`src/rtl/fixed_point_alu_pkg.sv`:
```
// fixed_point_alu_pkg: opcode encodings shared by fixed_point_alu, its bus interface and issuing logic
package fixed_point_alu_pkg;
    typedef enum logic [2:0] {
        OP_ADD  = 3'd0,
        OP_SUB  = 3'd1,
        OP_MUL  = 3'd2,
        OP_SQRT = 3'd3,
        OP_NEG  = 3'd4,
        OP_ABS  = 3'd5
    } op_e;
endpackage

```
`src/rtl/fixed_point_alu_if.sv`:
```
// fixed_point_alu_if: start/busy/done request-response bundle between an issuing stage and fixed_point_alu
interface fixed_point_alu_if
    import fixed_point_alu_pkg::*;
#(
    parameter int WIDTH = 32
) ();
    logic             start_i;
    op_e              op_i;
    logic [WIDTH-1:0] a_i;
    logic [WIDTH-1:0] b_i;
    logic [WIDTH-1:0] result_o;
    logic             busy_o;
    logic             done_o;
    logic             overflow_o;
    logic             invalid_o;
    modport master (output start_i, op_i, a_i, b_i, input result_o, busy_o, done_o, overflow_o, invalid_o);
    modport slave  (input start_i, op_i, a_i, b_i, output result_o, busy_o, done_o, overflow_o, invalid_o);
endinterface

```
`src/rtl/fixed_point_sqrt_core.sv`:
```
// fixed_point_sqrt_core: non-restoring integer square root of an N-bit radicand, one root bit per step
module fixed_point_sqrt_core #(
    parameter int N = 42
) (
    input  logic           clk,
    input  logic           rst_n,
    input  logic           load_i,
    input  logic           step_i,
    input  logic [N-1:0]   radicand_i,
    output logic           ready_o,
    output logic [N/2-1:0] root_o
);
    localparam int H  = N / 2;
    localparam int CW = $clog2(H + 1);
    logic [N-1:0]  rad_q, rad_d;
    logic [H+3:0]  rem_q, rem_d, rem_sh, trial, rem_nx;
    logic [H-1:0]  root_q, root_d, root_nx;
    logic [CW-1:0] cnt_q, cnt_d;
    logic          run;
    // root_o/ready_o look ahead: during the final step root_o already carries the finished root
    always_comb begin
        run     = step_i && cnt_q != '0;
        rem_sh  = (rem_q << 2) | (H+4)'(rad_q[N-1 -: 2]);
        trial   = {2'b00, root_q, rem_q[H+3] ? 2'b11 : 2'b01};
        rem_nx  = rem_q[H+3] ? rem_sh + trial : rem_sh - trial;
        root_nx = {root_q[H-2:0], ~rem_nx[H+3]};
        rad_d   = load_i ? radicand_i : run ? rad_q << 2 : rad_q;
        rem_d   = load_i ? '0 : run ? rem_nx : rem_q;
        root_d  = load_i ? '0 : run ? root_nx : root_q;
        cnt_d   = load_i ? CW'(H) : run ? cnt_q - 1'b1 : cnt_q;
    end
    assign ready_o = cnt_q == CW'(1);
    assign root_o  = root_nx;
    always_ff @(posedge clk or negedge rst_n) begin
        if (!rst_n) begin
            rad_q  <= '0;
            rem_q  <= '0;
            root_q <= '0;
            cnt_q  <= '0;
        end else begin
            rad_q  <= rad_d;
            rem_q  <= rem_d;
            root_q <= root_d;
            cnt_q  <= cnt_d;
        end
    end
endmodule

```
`src/rtl/fixed_point_alu.sv`:
```
// fixed_point_alu: signed Q(WIDTH-FBITS).FBITS ADD/SUB/MUL/SQRT/NEG/ABS unit with start/busy/done handshake
module fixed_point_alu
    import fixed_point_alu_pkg::*;
#(
    parameter int WIDTH    = 32,
    parameter int FBITS    = 10,
    parameter bit SATURATE = 1'b1
) (
    input logic              clk,
    input logic              rst_n,
    fixed_point_alu_if.slave bus
);
    localparam int RW = (WIDTH + FBITS) / 2;
    localparam int CW = $clog2(WIDTH);
    localparam logic [WIDTH-1:0] MAX  = {1'b0, {(WIDTH-1){1'b1}}};
    localparam logic [WIDTH-1:0] MIN  = {1'b1, {(WIDTH-1){1'b0}}};
    localparam logic [2*WIDTH:0] RND  = (2*WIDTH+1)'(1) << (FBITS - 1);
    localparam logic [2*WIDTH:0] HALF = (2*WIDTH+1)'(1) << (WIDTH - 1);

    typedef enum logic [1:0] {IDLE, MUL_RUN, SQRT_RUN, FINISH} state_e;

    state_e             state_q, state_d;
    logic [CW-1:0]      cnt_q, cnt_d;
    logic [2*WIDTH-1:0] prod_q, prod_d, prod_nx;
    logic [WIDTH-1:0]   mc_q, mc_d, result_q, result_d;
    logic               neg_q, neg_d, ovf_q, ovf_d, inv_q, inv_d;
    logic [WIDTH-1:0]   a, b, mag_a, mag_b, add_res, una_res, mul_lo, mul_res;
    logic [WIDTH:0]     add_sum, mul_sum;
    logic [2*WIDTH:0]   mul_mag;
    logic               add_ovf, una_ovf, mul_ovf, sq_load, sq_step, sq_ready;
    logic [RW-1:0]      sq_root;

    assign a       = bus.a_i;
    assign b       = bus.b_i;
    assign mag_a   = a[WIDTH-1] ? -a : a;
    assign mag_b   = b[WIDTH-1] ? -b : b;
    assign add_sum = {a[WIDTH-1], a} + (bus.op_i == OP_SUB ? -{b[WIDTH-1], b} : {b[WIDTH-1], b});
    assign add_ovf = add_sum[WIDTH] ^ add_sum[WIDTH-1];
    assign add_res = SATURATE && add_ovf ? (add_sum[WIDTH] ? MIN : MAX) : add_sum[WIDTH-1:0];
    assign una_ovf = a == MIN;
    assign una_res = SATURATE && una_ovf ? MAX : (bus.op_i == OP_NEG || a[WIDTH-1] ? -a : a);

    // shift-add: multiplier sits in the low half of prod and drains right as partial sums enter on top
    assign mul_sum = {1'b0, prod_q[2*WIDTH-1:WIDTH]} + (prod_q[0] ? {1'b0, mc_q} : '0);
    assign prod_nx = {mul_sum, prod_q[WIDTH-1:1]};
    assign mul_mag = ({1'b0, prod_nx} + RND) >> FBITS;
    assign mul_ovf = neg_q ? mul_mag > HALF : mul_mag >= HALF;
    assign mul_lo  = mul_mag[WIDTH-1:0];
    assign mul_res = SATURATE && mul_ovf ? (neg_q ? MIN : MAX) : (neg_q ? -mul_lo : mul_lo);

    assign sq_step = state_q == SQRT_RUN;

    fixed_point_sqrt_core #(.N(2 * RW)) u_sqrt (
        .clk        (clk),
        .rst_n      (rst_n),
        .load_i     (sq_load),
        .step_i     (sq_step),
        .radicand_i ({a, {FBITS{1'b0}}}),
        .ready_o    (sq_ready),
        .root_o     (sq_root)
    );

    always_comb begin
        state_d  = state_q;
        cnt_d    = cnt_q;
        prod_d   = prod_q;
        mc_d     = mc_q;
        neg_d    = neg_q;
        result_d = result_q;
        ovf_d    = ovf_q;
        inv_d    = inv_q;
        sq_load  = 1'b0;
        case (state_q)
            IDLE, FINISH: begin
                state_d = IDLE;
                if (bus.start_i) begin
                    state_d = FINISH;
                    case (bus.op_i)
                        OP_ADD, OP_SUB: begin
                            result_d = add_res;
                            ovf_d    = add_ovf;
                            inv_d    = 1'b0;
                        end
                        OP_NEG, OP_ABS: begin
                            result_d = una_res;
                            ovf_d    = una_ovf;
                            inv_d    = 1'b0;
                        end
                        OP_MUL: begin
                            state_d = MUL_RUN;
                            cnt_d   = '0;
                            prod_d  = {{WIDTH{1'b0}}, mag_b};
                            mc_d    = mag_a;
                            neg_d   = a[WIDTH-1] ^ b[WIDTH-1];
                        end
                        OP_SQRT: begin
                            state_d  = a[WIDTH-1] ? FINISH : SQRT_RUN;
                            sq_load  = !a[WIDTH-1];
                            result_d = a[WIDTH-1] ? '0 : result_q;
                            ovf_d    = a[WIDTH-1] ? 1'b0 : ovf_q;
                            inv_d    = a[WIDTH-1] ? 1'b1 : inv_q;
                        end
                        default: begin
                            result_d = '0;
                            ovf_d    = 1'b0;
                            inv_d    = 1'b0;
                        end
                    endcase
                end
            end
            MUL_RUN: begin
                prod_d = prod_nx;
                cnt_d  = cnt_q + 1'b1;
                if (cnt_q == CW'(WIDTH - 1)) begin
                    state_d  = FINISH;
                    cnt_d    = '0;
                    result_d = mul_res;
                    ovf_d    = mul_ovf;
                    inv_d    = 1'b0;
                end
            end
            SQRT_RUN: begin
                if (sq_ready) begin
                    state_d  = FINISH;
                    result_d = WIDTH'(sq_root);
                    ovf_d    = 1'b0;
                    inv_d    = 1'b0;
                end
            end
        endcase
    end

    always_ff @(posedge clk or negedge rst_n) begin
        if (!rst_n) begin
            state_q  <= IDLE;
            cnt_q    <= '0;
            prod_q   <= '0;
            mc_q     <= '0;
            neg_q    <= 1'b0;
            result_q <= '0;
            ovf_q    <= 1'b0;
            inv_q    <= 1'b0;
        end else begin
            state_q  <= state_d;
            cnt_q    <= cnt_d;
            prod_q   <= prod_d;
            mc_q     <= mc_d;
            neg_q    <= neg_d;
            result_q <= result_d;
            ovf_q    <= ovf_d;
            inv_q    <= inv_d;
        end
    end

    assign bus.result_o   = result_q;
    assign bus.busy_o     = state_q == MUL_RUN || state_q == SQRT_RUN;
    assign bus.done_o     = state_q == FINISH;
    assign bus.overflow_o = ovf_q;
    assign bus.invalid_o  = inv_q;
endmodule

```
`src/flat_wrapper.sv`:
```
// flat-port wrapper written by rule: the top's interface ports become plain ports
module fixed_point_alu_flat import fixed_point_alu_pkg::*;
#(
    parameter int WIDTH    = 32,
    parameter int FBITS    = 10,
    parameter bit SATURATE = 1'b1
)
  (clk, rst_n, bus_start_i, bus_op_i, bus_a_i, bus_b_i, bus_result_o, bus_busy_o, bus_done_o, bus_overflow_o, bus_invalid_o);
  fixed_point_alu_if #(.WIDTH(WIDTH)) bus_i ();
  input logic clk;
  input logic rst_n;
  input wire logic [$bits(bus_i.start_i)-1:0] bus_start_i;
  input wire logic [$bits(bus_i.op_i)-1:0] bus_op_i;
  input wire logic [$bits(bus_i.a_i)-1:0] bus_a_i;
  input wire logic [$bits(bus_i.b_i)-1:0] bus_b_i;
  output wire logic [$bits(bus_i.result_o)-1:0] bus_result_o;
  output wire logic [$bits(bus_i.busy_o)-1:0] bus_busy_o;
  output wire logic [$bits(bus_i.done_o)-1:0] bus_done_o;
  output wire logic [$bits(bus_i.overflow_o)-1:0] bus_overflow_o;
  output wire logic [$bits(bus_i.invalid_o)-1:0] bus_invalid_o;
  assign bus_i.start_i = bus_start_i;
  assign bus_i.op_i = bus_op_i;
  assign bus_i.a_i = bus_a_i;
  assign bus_i.b_i = bus_b_i;
  assign bus_result_o = bus_i.result_o;
  assign bus_busy_o = bus_i.busy_o;
  assign bus_done_o = bus_i.done_o;
  assign bus_overflow_o = bus_i.overflow_o;
  assign bus_invalid_o = bus_i.invalid_o;
  fixed_point_alu #(.WIDTH(WIDTH), .FBITS(FBITS), .SATURATE(SATURATE)) u_core (.clk(clk), .rst_n(rst_n), .bus(bus_i));
endmodule
```
`config.mk`:
```
export PLATFORM = sky130hd
export DESIGN_NAME = fixed_point_alu_flat
export DESIGN_NICKNAME = d
export VERILOG_FILES = /design/src/rtl/fixed_point_alu_pkg.sv /design/src/rtl/fixed_point_alu_if.sv /design/src/rtl/fixed_point_sqrt_core.sv /design/src/rtl/fixed_point_alu.sv /design/src/flat_wrapper.sv
export SDC_FILE = /design/constraint.sdc
export NUM_CORES = 1
export LEC_CHECK = 0
export ABC_CLOCK_PERIOD_IN_PS = 12200
export CORE_UTILIZATION = 55
export DETAILED_ROUTE_END_ITERATION = 12
export MAX_ROUTING_LAYER = met4
export PLACE_DENSITY = 0.8
export SYNTH_ARGS = -nofsm -noshare
export SYNTH_HDL_FRONTEND = slang
export SYNTH_SLANG_ARGS = --single-unit
```
`constraint.sdc`:
```
create_clock -name clk -period 12.2 [get_ports clk]
set_input_delay 1.83 -clock clk [delete_from_list [all_inputs] [get_ports clk]]
set_output_delay 1.83 -clock clk [all_outputs]
set_load 0.1 [all_outputs]
```
After elaboration in Yosys (flattened, before gate mapping)
Cells that the tools add are included.
- magnitude comparators: 2
- reductions and logical operators: 16
- bitwise logic cells: 4
- equality and inequality tests: 17
- add/subtract/negate cells: 11
- multiplexer cells: 55
- operators with widths (operator ; number):
    $mux W32 ; 14
    $mux W64 ; 2
    $pmux W32 S4 ; 1
    $pmux W64 S2 ; 1
    $neg A32 Y32 ; 3
    $pmux W32 S3 ; 1
    $mux W42 ; 2
    $mux W25 ; 3
    $add A64 B10 Y65 const B ; 1
    $ge A55 B32 Y1 const B ; 1
    $gt A55 B32 Y1 const B ; 1
    $mux W21 ; 2
    $add A32 B33 Y33 ; 1
    $add A33 B33 Y33 ; 1
    $mux W33 ; 1
    $neg A33 Y33 ; 1
    $eq A32 B32 Y1 const B ; 1
    $add A25 B23 Y25 ; 1
    $mux W5 ; 5
    $or A25 B2 Y25 ; 1
    $sub A25 B23 Y25 ; 1
    $mux W1 ; 12
    $pmux W5 S2 ; 1
    $mux W2 ; 4
    other kinds (30) ; 43
- word-level logic and storage cells: 117
- flip-flop bits (word level): 231
- bits of input ports: 70
- output and inout port bits: 36

Depth between registers and ports, before layout
Gate-level depths: netlist (run 1).
- depth after elaboration: 8
- gate-level depth with buffers: 25

Hierarchy
A second synthesis (run 1) with hierarchy kept.
- cell total of the unflattened synthesis: 2670
- area total of the unflattened synthesis: 20734.9 um^2
- by module, submodules not included (module ; area each (um^2) ; cells an instance ; times used):
    fixed_point_alu ; 15127.0 ; 2052 ; 1
    fixed_point_sqrt_core ; 5607.9 ; 618 ; 1

Worst setup path before layout (run 1)
Ideal clock, no wire load.
- path type: input-to-reg
- start point: in bus_b_i[2]
- end point: reg u_core.result_q[10] (netlist: u_core.bus.result_o[10])
- arrival: 6.461 ns
- slack: 5.618 ns
- path buffers: 3
- stages on the path: 24
- cell sequence: clkbuf_1 -> nor2_1 -> nand2_1 -> or3_1 -> or4_1 -> nor2_1 -> nor2_1 -> xor2_1 -> ha_1 -> a21o_1 -> a21o_1 -> a21o_1 -> a21o_1 -> a21oi_1 -> o2bb2ai_1 -> o31ai_1 -> a21oi_1 -> a211oi_1 -> clkbuf_1 -> a21oi_1 -> clkbuf_1 -> a221oi_1 -> nand2_1 -> o22a_1
- longest elaborated chain between the ends: 8
- RTL lines (element ; line ; source):
    start, declared ; flat_wrapper.sv:15 ; input wire logic [$bits(bus_i.b_i)-1:0] bus_b_i;
    $neg A33 Y33 ; fixed_point_alu.sv:37 ; assign add_sum = {a[WIDTH-1], a} + (bus.op_i == OP_SUB ? -{b[WIDTH-1], b} : {b[WIDTH-1], b});
    $mux W33 * ; fixed_point_alu.sv:37 ;
    $add A33 B33 Y33 * ; fixed_point_alu.sv:37 ;
    $mux W32 / $xor A1 B1 Y1 (equally long branches) ; fixed_point_alu.sv:39, fixed_point_alu.sv:38 ;
    $mux W32 * ; fixed_point_alu.sv:39 ; assign add_res = SATURATE && add_ovf ? (add_sum[WIDTH] ? MIN : MAX) : add_sum[WIDTH-1:0];
    $pmux W32 S4 * ; fixed_point_alu.sv:78 ; case (bus.op_i)
    $mux W32 * ; fixed_point_alu.sv:76 ; if (bus.start_i) begin
    $pmux W32 S3 * ; fixed_point_alu.sv:73 ; case (state_q)
    end signal, assigned ; fixed_point_alu.sv:149 ; result_q <= result_d;
    end, declared ; fixed_point_alu.sv:25 ; logic [WIDTH-1:0] mc_q, mc_d, result_q, result_d;
Every way passes the cells marked *; elsewhere a longest branch is shown, timed or not. The select of a mux whose other input is x is not followed.
A chain may end at the register's enable or synchronous reset.

Worst setup path after layout (run 1)
- start point: in bus_b_i[0]
- end point: reg u_core.result_q[7] (netlist: u_core.bus.result_o[7])
The elaborated chain is that of the path after synthesis.

==> qor.csv, run 1 <==
metric,value,unit
outcome,"complete, no violations",
synthesized area,19900,um2
Post-synth EDFFs,0,
CP Buf/Inv Count,3,
Die Width,192,um
CP cell instances,clkdlybuf4s50_1 > inv_1 > ha_1 > nand2_1 > or3_1 > or3_1 > o31ai_1 > xnor2_1 > ha_1 > a211oi_1 > nand2_1 > a41oi_1 > o21ai_0 > a22o_1 > o2bb2ai_1 > o31ai_1 > a21oi_1 > a211oi_1 > buf_4 > nor2_1 > a21oi_1 > a21boi_1 > a31oi_1,
"non-filler cells, final",3089,
GPL Wtd Cong,1.02,
Initial Util,55.8,%
Slew @ Worst Pin,1.15,ns
HP Class,flip-flop to flip-flop,
switching share of power,52.0,%
critical path class,input port to flip-flop,
final core utilization,61.9,%
crit share post-route,65.1,%
grt ovf,0,
nets,2776,
Worst Path Required,12.59,ns
Gate power share,61.4,%
layout filler cell count,3173,
register area share after synthesis,27.7,%
Critical path destination,u_core.bus.result_o[7]$_DFFE_PN0P_,
io pins,106,
worst hold path stage count,2,
maxcap violations,0,
CP Launch Point,bus_b_i[0],
ys flop type,dfrtp_1,
family with the most delay on the worst path,compound AO/OA/AOI/OAI gates,
GR peak layer,met2,
beginning of the worst register-to-register path,u_core.prod_q[0]$_DFFE_PN0P_,
crit path time final,7.95,ns
count of cell types in the netlist,101,
maximum vdd ir drop,0.268,mV
post-DP HPWL,51400,um
DP Cell Count,3035,
Routed Antenna Nets,0,
Final Max Slew Viols,0,
CTS resizes,0,
DRT Wirelength,67600,um
largest net degree at the start of global routing,102,
area growth from synthesis to layout,10.9,%
R2R cell count,18,
GRT met2 Usage,58.3,%
Vias,19938,
Sw Pwr,2.96,mW
Layout Skew,0.0273,ns
initial DRC count,2049,
share of cells above drive strength 1,5.11,%
r2r setup slk,5.23,ns
Slew HR,23.0,%
P_leak,9.32,nW
Core Box Area,35600,um2
gr usage total,37.2,%
row cnt,69,
Setup Buffers After CTS,0,
first-pass GRT wire length,103000,um
Critical Path AT,8.33,ns
clock slew at reported path FFs,0.06,ns
vias in the first global route,18371,
clock sinks,220,
"Max FO, Critical Path",12,
syn avg cell area,7.62,um2
final setup fails,0,
number of synthesis warnings,0,
Synth async-reset ratio,100,%
pre-CTS setup slack,3.91,ns
PwrDens,259,nW/um2
Placed Area,21100,um2
critical path depth in cells,23,
TNS Setup,0,ns
syn_nets,2778,
Seq pwr share,23.4,%
vias per cell,6.45,
total CTS buffers,27,
Remaining DRCs,0,
Synth Instances,2605,
met3 Use GR,4.86,%
CTS Buffer Depth,3,
crit start category,input port,
Port Buf Inserts,105,
flop and latch count out of synthesis,220,
H-Tree Depth,1,
first-pass detailed-route iteration total,6,
clock power share,15.1,%
"Slowest-stage cell, CP",a21boi_1,
"Hold-fix buffers, CTS",0,
RSZ-0062 raised after global routing,false,
die height,192,um
WL/cell,21.9,um
CTS tree,yes,
max incr delay on CP,0.91,ns
highest clock rate,126,MHz
fin area,22000,um2
final hold vios,0,
Setup WS post-layout,4.25,ns
internal power,2.74,mW
initial antenna violation count,6,
reg2reg end,u_core.bus.result_o[11]$_DFFE_PN0P_,
Root Driver,clkbuf_16,
met1 usage,48.9,%
Clock Latency Late Sink,0.58,ns
Critical Path End Type,flip-flop,
die area,36900,um2
## worst min-delay path by stage
| stage | slack [ns] | start | endpoint |
|---|---|---|---|
| after detailed placement | 0.46 | u_core.mc_q[31]$_DFFE_PN0P_ | u_core.mc_q[31]$_DFFE_PN0P_ |
| after global routing | 0.49 | u_core.mc_q[31]$_DFFE_PN0P_ | u_core.mc_q[31]$_DFFE_PN0P_ |
| final | 0.47 | u_core.mc_q[31]$_DFFE_PN0P_ | u_core.mc_q[31]$_DFFE_PN0P_ |
| after floorplan | 0.44 | u_core.mc_q[31]$_DFFE_PN0P_ | u_core.mc_q[31]$_DFFE_PN0P_ |
| after global placement | 0.46 | u_core.mc_q[31]$_DFFE_PN0P_ | u_core.mc_q[31]$_DFFE_PN0P_ |
| after CTS | 0.47 | u_core.mc_q[31]$_DFFE_PN0P_ | u_core.mc_q[31]$_DFFE_PN0P_ |
## metal layers
layer | wire length (um) | up-vias
li1 | - | 9339
met1 | 28700 | 9564
met2 | 30900 | 897
met3 | 5270 | 138
met4 | 2640 | 0
met5 | 0 | -
## metrics by stage
step | power [mW] | hold slack [ns]
after CTS | 5.63 | 0.472
after floorplan | 3.86 | 0.438
after global routing | 6.05 | 0.489
after detailed placement | 4.75 | 0.457
after global placement | 4.67 | 0.455
final | 5.70 | 0.473
## worst register-to-register path, cell delays in order, from the launching register on
cell and delay, ns:
dfrtp_1 0.99, and2_1 0.24, ha_1 0.23, inv_1 0.08, fa_1 0.44, nor2b_1 0.22
o31a_1 0.33, a211oi_4 0.13, xnor2_1 0.64, and3_1 0.33, nand3_1 0.13, nor3_1 0.30
mux2_2 0.40, nor4_1 0.38, o2111ai_1 0.23, or4_1 0.82, nor2_2 0.50, a21oi_1 0.15
o32a_1 0.35
## cells in the mapped netlist, types with 39 or more instances
cell	count	area, um2
a21o_1	45	338
a21oi_1	191	956
a31oi_1	62	388
and2_1	52	325
and3_1	39	244
clkbuf_1	122	458
dfrtp_1	220	5510
ha_1	101	1260
inv_1	49	184
nand2_1	439	1650
nand3_1	79	395
nor2_1	215	807
nor3_1	61	305
o21ai_0	193	966
xnor2_1	133	1160
xor2_1	102	893
## power by group through the flow
stage	Sequential, mW	Combinational [mW]	Clock, mW
floorplan	1.58	2.28	0
global placement	1.32	3.35	0
detailed placement	1.33	3.41	0
CTS	1.32	3.44	0.872
global route	1.36	3.78	0.905
finish	1.34	3.50	0.862
## registers in the layout, summed over array words and instances, names as in the netlist
signal                 flops
u_core.bus.invalid_o       1
u_core.bus.overflow_o      1
u_core.bus.result_o       32
u_core.cnt_q               5
u_core.mc_q               32
u_core.neg_q               1
u_core.prod_q             64
u_core.state_q             2
u_core.u_sqrt.cnt_q        5
u_core.u_sqrt.rad_q       32
u_core.u_sqrt.rem_q       24
u_core.u_sqrt.root_q      21
## cell families after synthesis
logic type               synth area share [%]
XOR/XNOR                                 10.5
AO/OA/AOI/OAI                            24.7
buffers and inverters                    4.09
AND/OR/NAND/NOR                          25.2
multiplexers                             1.17
flip-flops                               27.7
adder cells (fa/ha/maj)                  6.67
## placed cells by master (no fill, tap or decap), types with 21 or more instances in the layout
master	instances
dfrtp_1	220
nor2b_1	22
xor2_1	102
clkdlybuf4s50_1	104
clkbuf_16	27
ha_1	100
and2_1	51
nand3_1	79
and3_1	39
xnor2_1	133
buf_4	23
a22o_1	21
nand2_1	438
inv_1	49
a31oi_1	62
or3_1	27
o31ai_1	35
a211oi_1	22
nor2_1	213
nand2b_1	21
a21oi_1	191
nor3_1	61
a21o_1	45
o21ai_0	193
nand4_1	28
## cell type report
cell class / count / area (um2) / share of cell area (%)
clock inverters: 15 / 180 / 0.819
repair buffers: 128 / 1230 / 5.58
well taps: 461 / 577 / 2.62
clock buffers: 35 / 766 / 3.48
inverters: 49 / 184 / 0.836
diodes: 4 / 10.0 / 0.0455
flip-flops and latches: 220 / 5510 / 25.0
multi-input cells: 2177 / 13600 / 61.6
(Power assumes the default switching activity.)
==> run 2, diff against run 1 <==
- ABC_CLOCK_PERIOD_IN_PS: 12200 -> 6450
- PLACE_DENSITY: 0.8 -> 0.83
- clock period: 12.2 -> 6.45 ns (I/O delays scaled with it)
==> run 2 against run 1 <==
  * Largest cell class unchanged
  * Worst hold slack worse by 0.12 ns
  * Critical endpoint is now u_core.bus.result_o[10]$_DFFE_PN0P_
  * Sequential power is 90% higher
  * Combinational power is 95% higher
  * Count of clock-buffer cells in the layout stayed put
  * Wire length is 6.2% higher
  * Final area is 2.1% higher
  * First-iteration DRC count is 2.3% lower
  * Clock skew is 0.0038 ns lower
  * Non-clock buffer count is 55 higher
  * Critical path depth is 4 lower
  * Clock power is 100% higher
  * Final cell count is 1.7% higher
==> qor.csv, run 2 (same netlist as run 1, synthesis figures left out) <==
metric,value,unit,change
outcome,"complete, no violations",,
Root Driver,clkbuf_16,,
critical path depth in cells,19,,-17%
Final Max Slew Viols,0,,unchanged
R2R cell count,19,,+1
Design Power,11.1,mW,+95%
Die Width,192,um,unchanged
vias per cell,6.55,,+1.5%
WL/cell,22.9,um,+4.4%
crit start category,flip-flop,,
Critical Path AT,6.80,ns,-1.53 ns
Remaining DRCs,0,,unchanged
die height,192,um,unchanged
final setup fails,0,,unchanged
Worst Path Required,6.98,ns,-5.61 ns
"most common cell after layout, fill and taps aside",nand2_1,,
GPL Wtd Cong,1.00,,-1.6%
grt ovf,0,,unchanged
"most used cell, CP",o31a_1,,
P_leak,9.62,nW,+3.2%
"Max FO, Critical Path",9,,-3
post-DP HPWL,54300,um,+5.6%
H-Tree Depth,1,,unchanged
vias in the first global route,18931,,+3.0%
CP Buf/Inv Count,2,,-1
final hold vios,0,,unchanged
crit share post-route,97.3,%,
critical path class,flip-flop to flip-flop,,
max incr delay on CP,0.79,ns,-0.12 ns
gr usage total,39.7,%,+2.5 points
family with the most delay on the worst path,simple AND/OR/NAND/NOR gates,,
"Hold-fix buffers, CTS",0,,unchanged
CTS tree,yes,,
Slew @ Worst Pin,1.10,ns,-0.0560 ns
PwrDens,494,nW/um2,+91%
Slew HR,26.7,%,+3.7 points
area growth from synthesis to layout,13.2,%,
HP Class,input port to async pin,,
die area,36900,um2,unchanged
Critical Path End Type,flip-flop,,
Routed Antenna Nets,0,,unchanged
maximum vdd ir drop,0.546,mV,+100%
CP cell instances,and2_1 > ha_1 > inv_1 > fa_1 > nor2b_1 > o31a_1 > a211oi_4 > nor4_2 > nor3_1 > o311ai_2 > and4_1 > nand2_1 > a2111oi_2 > o22ai_1 > or4_1 > buf_4 > o31a_1 > a211oi_1 > o22a_1,,
crit path time final,6.27,ns,
r2r setup slk,0.18,ns,-5.05 ns
most frequent cells in the layout,"nand2_1, dfrtp_1, nor2_1",,
antenna diode count,0,,-4
Clock Latency Late Sink,0.60,ns,+0.02 ns
nets,2831,,+2.0%
initial antenna violation count,2,,-4
clock sinks,220,,unchanged
Port Buf Inserts,105,,unchanged
maxcap violations,0,,unchanged
initial DRC count,2001,,-2.3%
TNS Setup,0,ns,unchanged
Initial Util,55.8,%,unchanged
clock slew at reported path FFs,0.07,ns,about the same
io pins,106,,unchanged
share of cells above drive strength 1,6.98,%,+1.9 points
largest net degree at the start of global routing,91,,-11%
total CTS buffers,27,,unchanged
Layout Skew,0.0234,ns,-0.00384 ns
DRT Wirelength,71800,um,+6.2%
"Slowest-stage cell, CP",or4_1,,
row cnt,69,,unchanged
most flop-heavy register,u_core.prod_q,,
first-pass detailed-route iteration total,5,,-1
CTS Buffer Depth,3,,unchanged
Vias,20570,,+3.2%
first-pass GRT wire length,109000,um,+5.6%
RSZ-0062 raised after global routing,false,,
max reg flops,64,,unchanged
Core Box Area,35600,um2,unchanged
highest clock rate,159,MHz,
[run 2: repair_timing]
item | in CTS | in global routing
buffers inserted | 0 | 2
gates resized for setup | 0 | 0
endpoints found under the setup margin | 0 | 3
[run 2: path summary, 6_finish.rpt]
kind,startpoint,to
max,u_core.prod_q[0]$_DFFE_PN0P_,u_core.bus.result_o[10]$_DFFE_PN0P_
max reg2reg,u_core.prod_q[0]$_DFFE_PN0P_,u_core.bus.result_o[10]$_DFFE_PN0P_
min reg2reg,u_core.mc_q[29]$_DFFE_PN0P_,u_core.mc_q[29]$_DFFE_PN0P_
min in group clk,u_core.mc_q[29]$_DFFE_PN0P_,u_core.mc_q[29]$_DFFE_PN0P_
min,rst_n,u_core.prod_q[23]$_DFFE_PN0P_
max in group asynchronous,rst_n,u_core.u_sqrt.root_q[1]$_DFFE_PN0P_
[run 2: power by group]
part | internal (mW) | total [mW] | switching, mW | leakage, nW
Combinational | 2.37 | 6.84 | 4.47 | 6.33
Clock | 1.02 | 1.73 | 0.703 | 0.475
Sequential | 1.94 | 2.54 | 0.595 | 2.82
[run 2: layer usage]
metal	global-route usage, %	up-vias	part of all wire [%]
met5	-	-	0
met4	14.2	0	4.0
met3	4.95	170	8.9
met2	61.4	1075	45
met1	53.1	9885	42
li1	-	9440	-
[run 2: final cells by class]
type,count,area (um2)
fillers,3085,13100
clock inverters,15,231
multi-input cells,2177,13600
repair buffers,183,1680
well taps,461,577
clock buffers,35,746
flip-flops and latches,220,5510
inverters,49,184
[run 2: metrics by stage]
step	instance area, um2	hold WS, ns	util (%)	cells	setup WS, ns
6_report	22500	0.352	63.2	3140	0.176
3_3_place_gp	21500	0.455	60.4	3088	0.0981
4_1_cts	22500	0.429	63.2	3138	0.205
2_1_floorplan	19900	0.438	-	2605	0.730
3_5_place_dp	21500	0.464	60.4	3088	0.000904
5_1_grt	22500	0.430	63.2	3140	0.0213
[run 2: worst register-to-register path, stage by stage (launching register included)]
cell	delay, ns
dfrtp_1	0.38
and2_1	0.30
ha_1	0.31
inv_1	0.09
fa_1	0.43
nor2b_1	0.27
o31a_1	0.36
a211oi_4	0.15
nor4_2	0.47
nor3_1	0.19
o311ai_2	0.32
and4_1	0.46
nand2_1	0.11
a2111oi_2	0.35
o22ai_1	0.17
or4_1	0.79
buf_4	0.29
o31a_1	0.28
a211oi_1	0.33
o22a_1	0.17
